### src/rtl/zz_rle_pkg.sv
// Shared constants and token layout for the zigzag run-length stage, its
// upstream scan stage and the downstream entropy coder.
package zz_rle_pkg;

    localparam int DATA_WIDTH = 10;
    localparam int BLK_SIZE   = 64;
    localparam int IDX_W      = 6;
    localparam int RUN_W      = 6;
    localparam int NZ_W       = 7;
    localparam int EOB_W      = 1;
    localparam int LEVEL_W    = DATA_WIDTH;
    localparam int TOKEN_W    = RUN_W + LEVEL_W + EOB_W + NZ_W;

    typedef struct packed {
        logic [RUN_W-1:0]   run;
        logic [LEVEL_W-1:0] level;
        logic               eob;
        logic [NZ_W-1:0]    nz_cnt;
    } token_t;

    function automatic token_t make_token(
        input logic [RUN_W-1:0]   run,
        input logic [LEVEL_W-1:0] level,
        input logic               eob,
        input logic [NZ_W-1:0]    nz_cnt
    );
        token_t t;
        t.run    = run;
        t.level  = level;
        t.eob    = eob;
        t.nz_cnt = nz_cnt;
        return t;
    endfunction

endpackage

### src/rtl/zz_rle.sv
// Zigzag run-length encoder: turns a stream of 8x8 zigzag-ordered coefficients
// into (run, level) tokens, closing each block with an eob-marked token.
module zz_rle
    import zz_rle_pkg::*;
#(
    parameter int DATA_WIDTH = zz_rle_pkg::DATA_WIDTH,
    parameter int BLK_SIZE   = zz_rle_pkg::BLK_SIZE
) (
    input  logic                  clk,
    input  logic                  rst_n,
    input  logic                  vld_in,
    input  logic [DATA_WIDTH-1:0] din,
    output logic                  vld_out,
    output logic [RUN_W-1:0]      run,
    output logic [DATA_WIDTH-1:0] level,
    output logic                  eob,
    output logic [NZ_W-1:0]       nz_cnt
);

    localparam logic [IDX_W-1:0] LAST_IDX = IDX_W'(BLK_SIZE - 1);

    logic [IDX_W-1:0]      idx_r;
    logic [RUN_W-1:0]      zrun_r;
    logic [NZ_W-1:0]       nzc_r;
    logic                  vld_out_r;
    logic [RUN_W-1:0]      run_r;
    logic [DATA_WIDTH-1:0] level_r;
    logic                  eob_r;
    logic [NZ_W-1:0]       nz_cnt_r;

    logic                  is_dc_s;
    logic                  is_last_s;
    logic                  din_zero_s;
    logic                  emit_s;

    // Position and zero classification of the current input coefficient.
    always_comb begin
        is_dc_s    = (idx_r == {IDX_W{1'b0}});
        is_last_s  = (idx_r == LAST_IDX);
        din_zero_s = (din == {DATA_WIDTH{1'b0}});
        if (vld_in) begin
            emit_s = is_dc_s | is_last_s | ~din_zero_s;
        end else begin
            emit_s = 1'b0;
        end
    end

    // Block state and registered token outputs; a zero AC only grows the run.
    always_ff @(posedge clk or negedge rst_n) begin
        if (!rst_n) begin
            idx_r     <= {IDX_W{1'b0}};
            zrun_r    <= {RUN_W{1'b0}};
            nzc_r     <= {NZ_W{1'b0}};
            vld_out_r <= 1'b0;
            run_r     <= {RUN_W{1'b0}};
            level_r   <= {DATA_WIDTH{1'b0}};
            eob_r     <= 1'b0;
            nz_cnt_r  <= {NZ_W{1'b0}};
        end else if (vld_in) begin
            idx_r     <= is_last_s ? {IDX_W{1'b0}} : idx_r + {{(IDX_W-1){1'b0}}, 1'b1};
            vld_out_r <= emit_s;
            eob_r     <= is_last_s;
            if (is_dc_s) begin
                run_r   <= {RUN_W{1'b0}};
                level_r <= din;
                zrun_r  <= {RUN_W{1'b0}};
                nzc_r   <= {NZ_W{1'b0}};
            end else if (is_last_s) begin
                // Trailing zeros are dropped: a zero last coefficient becomes a bare EOB.
                zrun_r <= {RUN_W{1'b0}};
                if (din_zero_s) begin
                    run_r    <= {RUN_W{1'b0}};
                    level_r  <= {DATA_WIDTH{1'b0}};
                    nz_cnt_r <= nzc_r;
                end else begin
                    run_r    <= zrun_r;
                    level_r  <= din;
                    nz_cnt_r <= nzc_r + {{(NZ_W-1){1'b0}}, 1'b1};
                end
            end else if (!din_zero_s) begin
                run_r   <= zrun_r;
                level_r <= din;
                zrun_r  <= {RUN_W{1'b0}};
                nzc_r   <= nzc_r + {{(NZ_W-1){1'b0}}, 1'b1};
            end else begin
                zrun_r <= zrun_r + {{(RUN_W-1){1'b0}}, 1'b1};
            end
        end else begin
            vld_out_r <= 1'b0;
            eob_r     <= 1'b0;
        end
    end

    assign vld_out = vld_out_r;
    assign run     = run_r;
    assign level   = level_r;
    assign eob     = eob_r;
    assign nz_cnt  = nz_cnt_r;

endmodule

### config.mk
export PLATFORM = sky130hd
export DESIGN_NAME = zz_rle
export DESIGN_NICKNAME = d
export VERILOG_FILES = /design/src/rtl/zz_rle_pkg.sv /design/src/rtl/zz_rle.sv
export SDC_FILE = /design/constraint.sdc
export NUM_CORES = 1
export LEC_CHECK = 0
export ABC_AREA = 1
export CAP_MARGIN = 25
export CELL_PAD_IN_SITES_DETAIL_PLACEMENT = 1
export CELL_PAD_IN_SITES_GLOBAL_PLACEMENT = 2
export CORE_ASPECT_RATIO = 0.9
export CORE_MARGIN = 2
export CORE_UTILIZATION = 33
export DETAILED_ROUTE_END_ITERATION = 7
export PLACE_DENSITY = 0.87
export SETUP_SLACK_MARGIN = 0.4
export SYNTH_ARGS = -nofsm -noshare
export SYNTH_HDL_FRONTEND = slang
export SYNTH_SLANG_ARGS = --single-unit
### constraint.sdc
create_clock -name clk -period 3.15 [get_ports clk]
set_input_delay 0.4725 -clock clk [delete_from_list [all_inputs] [get_ports clk]]
set_output_delay 0.4725 -clock clk [all_outputs]
set_load 0.01 [all_outputs]
==> out/qor.csv <==
metric,value,unit
gr-total-overflow,0,
yosys-top-cells-area,"dfrtp_1 51%, nand2_1 19%, nand3_1 5.1%",
fp.coreArea,0.00622,mm^2
async_reset_ff_share,100,%
crit_type,in2reg,
min_path_type,in2async,
dieWidth,89.3,um
crit_path_start_kind,input port,
cp.required,3.39,ns
rsz0062_at_grt,no,
grt_pass1_wl,8.71,mm
viasPerCell,4.54,
post-synth-top-count-cell,nand2_1,
yosys_warnings,0,
n_antenna_cell,0,
syn_nets,281,
cts_setup_buffers,0,
synth_enable_flop_cells,0,
drcViolationCount,0,
grt_max_degree,45,
setup_tns,0,ns
min_period,1.82,ns
cellLeakagePower,1.37,nW
synth_area,0.00216,mm^2
instances_no_fill,392,
synthesis.instances,264,
synth_common_cells,"112 x nand2_1, 44 x dfrtp_1, 22 x nand3_1",
dieArea,0.00722,mm^2
drive_gt1_share,8.20,%
cp.arrival,2.05,ns
cts_tree,built,
synth_cell_type_count,24,
use_met1,21.9,%
vdd_ir_drop_max,0.328,mV
cts_buffer_depth,2,
htree_levels,2,
clkSlewWorstSetupHoldPaths,0.09,ns
slew-limit-headroom,71.0,%
start_util,34.8,%
ios,38,
yosys.area.top_type,dfrtp_1,
cts_resized,0,
reg2reg_depth,9,
first_pass_iters,4,
drtAntennaViolNets,0,
drv_cap,0,
first_global_vias,1869,
fill_cells,779,
outcome,"finished, final reports clean",
max_freq,0.550,GHz
io_buffers,37,
finClkSkew,0.0109,ns
netlist.area_leader.share,50.9,%
die_h,80.8,um
gp_congestion,0.735,
cts_sinks,44,
drt_iter0_drc,88,
syn_area_per_cell,8.19,um^2
insertion_delay,0.30,ns
hold_viol_final,0,
tightestPinTransition,0.433,ns
ctsHoldBuffers,0,
num_rows,27,
critical_path.max_fanout,12,
cellPowerDensity,588,mW/mm^2
grt_util_met2,24.1,%
clockRootBuffer,clkbuf_8,
dpl.hpwl,3.75,mm
fin_nets,321,
synth_flop_cell,dfrtp_1,
vias,1780,
endpoint_kind,flop,
syn_to_final_growth,26.9,%
antenna_found_initial,0,
timing.final.max_slew_violations,0,
yosysSeqAreaShare,50.9,%
cts_inserted_buffers,5,
grt.total_usage,15.5,%
dp_cells,383,
wl_per_cell,12.7,um
grtUsageMet3,2.85,%
setup_viol,0,
synth_seq_cells,44,
drt-total-wl,4.98,mm
grt.busiest_layer,met2,
fin_crit_sh,57.7,%
-- kinds of logic (layout without fill, tap and decap cells) --
logic type / count (synthesis) / count (layout) / synth area share [%]
xor+xnor: 8 / 8 / 3.24
fa+ha+maj: 4 / 4 / 2.31
compound gates: 9 / 9 / 2.43
buf+inv: 30 / 71 / 6.02
simple gates: 169 / 169 / 35.1
flops: 44 / 44 / 50.9
-- stage by stage --
step           setup WS (ns)  hold slack, ns  area [um^2]  util (%)  power, mW
2_1_floorplan           1.81           0.177         2160         -       1.01
3_3_place_gp            1.05           0.454         2610      41.9       1.18
3_5_place_dp            1.01           0.462         2610      41.9       1.18
4_1_cts                 1.32           0.379         2720      43.8       1.63
5_1_grt                 1.18          0.0986         2740      44.1       1.72
6_report                1.33          0.0885         2740      44.1       1.61
-- path summary, 6_finish.rpt --
kind	start	endpoint	slack (ns)
setup / recovery	vld_in	nzc_r[0]$_DFFE_PN0P_	1.33
hold / removal	rst_n	nz_cnt[4]$_DFFE_PN0P_	0.09
setup reg to reg	idx_r[0]$_DFFE_PN0P_	zrun_r[2]$_DFFE_PN0P_	1.51
hold reg to reg	level[6]$_DFFE_PN0P_	level[6]$_DFFE_PN0P_	0.47
max in group asynchronous	rst_n	level[9]$_DFFE_PN0P_	2.58
min in group clk	level[6]$_DFFE_PN0P_	level[6]$_DFFE_PN0P_	0.47
-- where the power goes --
group | internal [mW] | switching, mW | total [mW] | leakage, nW
Sequential | 0.661 | 0.0956 | 0.757 | 0.571
Combinational | 0.182 | 0.232 | 0.415 | 0.738
Clock | 0.239 | 0.203 | 0.442 | 0.0583
-- final cells by class --
cell class	count	area, um^2	area share, %
clock inverters	3	47.5	1.73
flip-flops and latches	44	1100	40.1
clock buffers	5	68.8	2.51
inverters	23	86.3	3.15
repair buffers	40	400	14.6
well taps	87	109	3.97
multi-input cells	190	931	33.9
-- cell usage in the layout (no fill, tap or decap) --
master / instances
buf_12: 1
buf_2: 1
buf_4: 2
bufinv_16: 1
clkbuf_8: 5
clkdlybuf4s50_1: 36
clkinv_4: 2
dfrtp_1: 44
ha_1: 4
inv_1: 20
inv_2: 3
nand2_1: 112
nand2_4: 2
nand3_1: 22
nand3_2: 1
nand4_1: 8
nor2_1: 15
nor2_2: 2
nor2_4: 3
nor2_8: 1
nor3_1: 2
nor3b_2: 1
o21ai_0: 5
o21ai_1: 1
o21bai_1: 3
xnor2_1: 3
xor2_1: 5
-- worst max-delay path, cell delays in order --
cell and delay, ns:
clkdlybuf4s50_1 0.71, buf_4 0.26, nand2_1 0.22, nor2_4 0.23, nand3_1 0.09, nand2_1 0.07
-- routing by layer --
| layer | vias up | share of wire [%] |
|---|---|---|
| met2 | 29 | 43 |
| li1 | 907 | - |
| met1 | 839 | 53 |
| met4 | 0 | 1.2 |
| met3 | 5 | 3.1 |
| met5 | - | 0 |
-- sequential cells by signal, summed over array words and instances (netlist names) --
register	count
idx_r	6
vld_out	1
zrun_r	6
eob	1
nzc_r	7
nz_cnt	7
run	6
level	10
(Power assumes the default switching activity.)
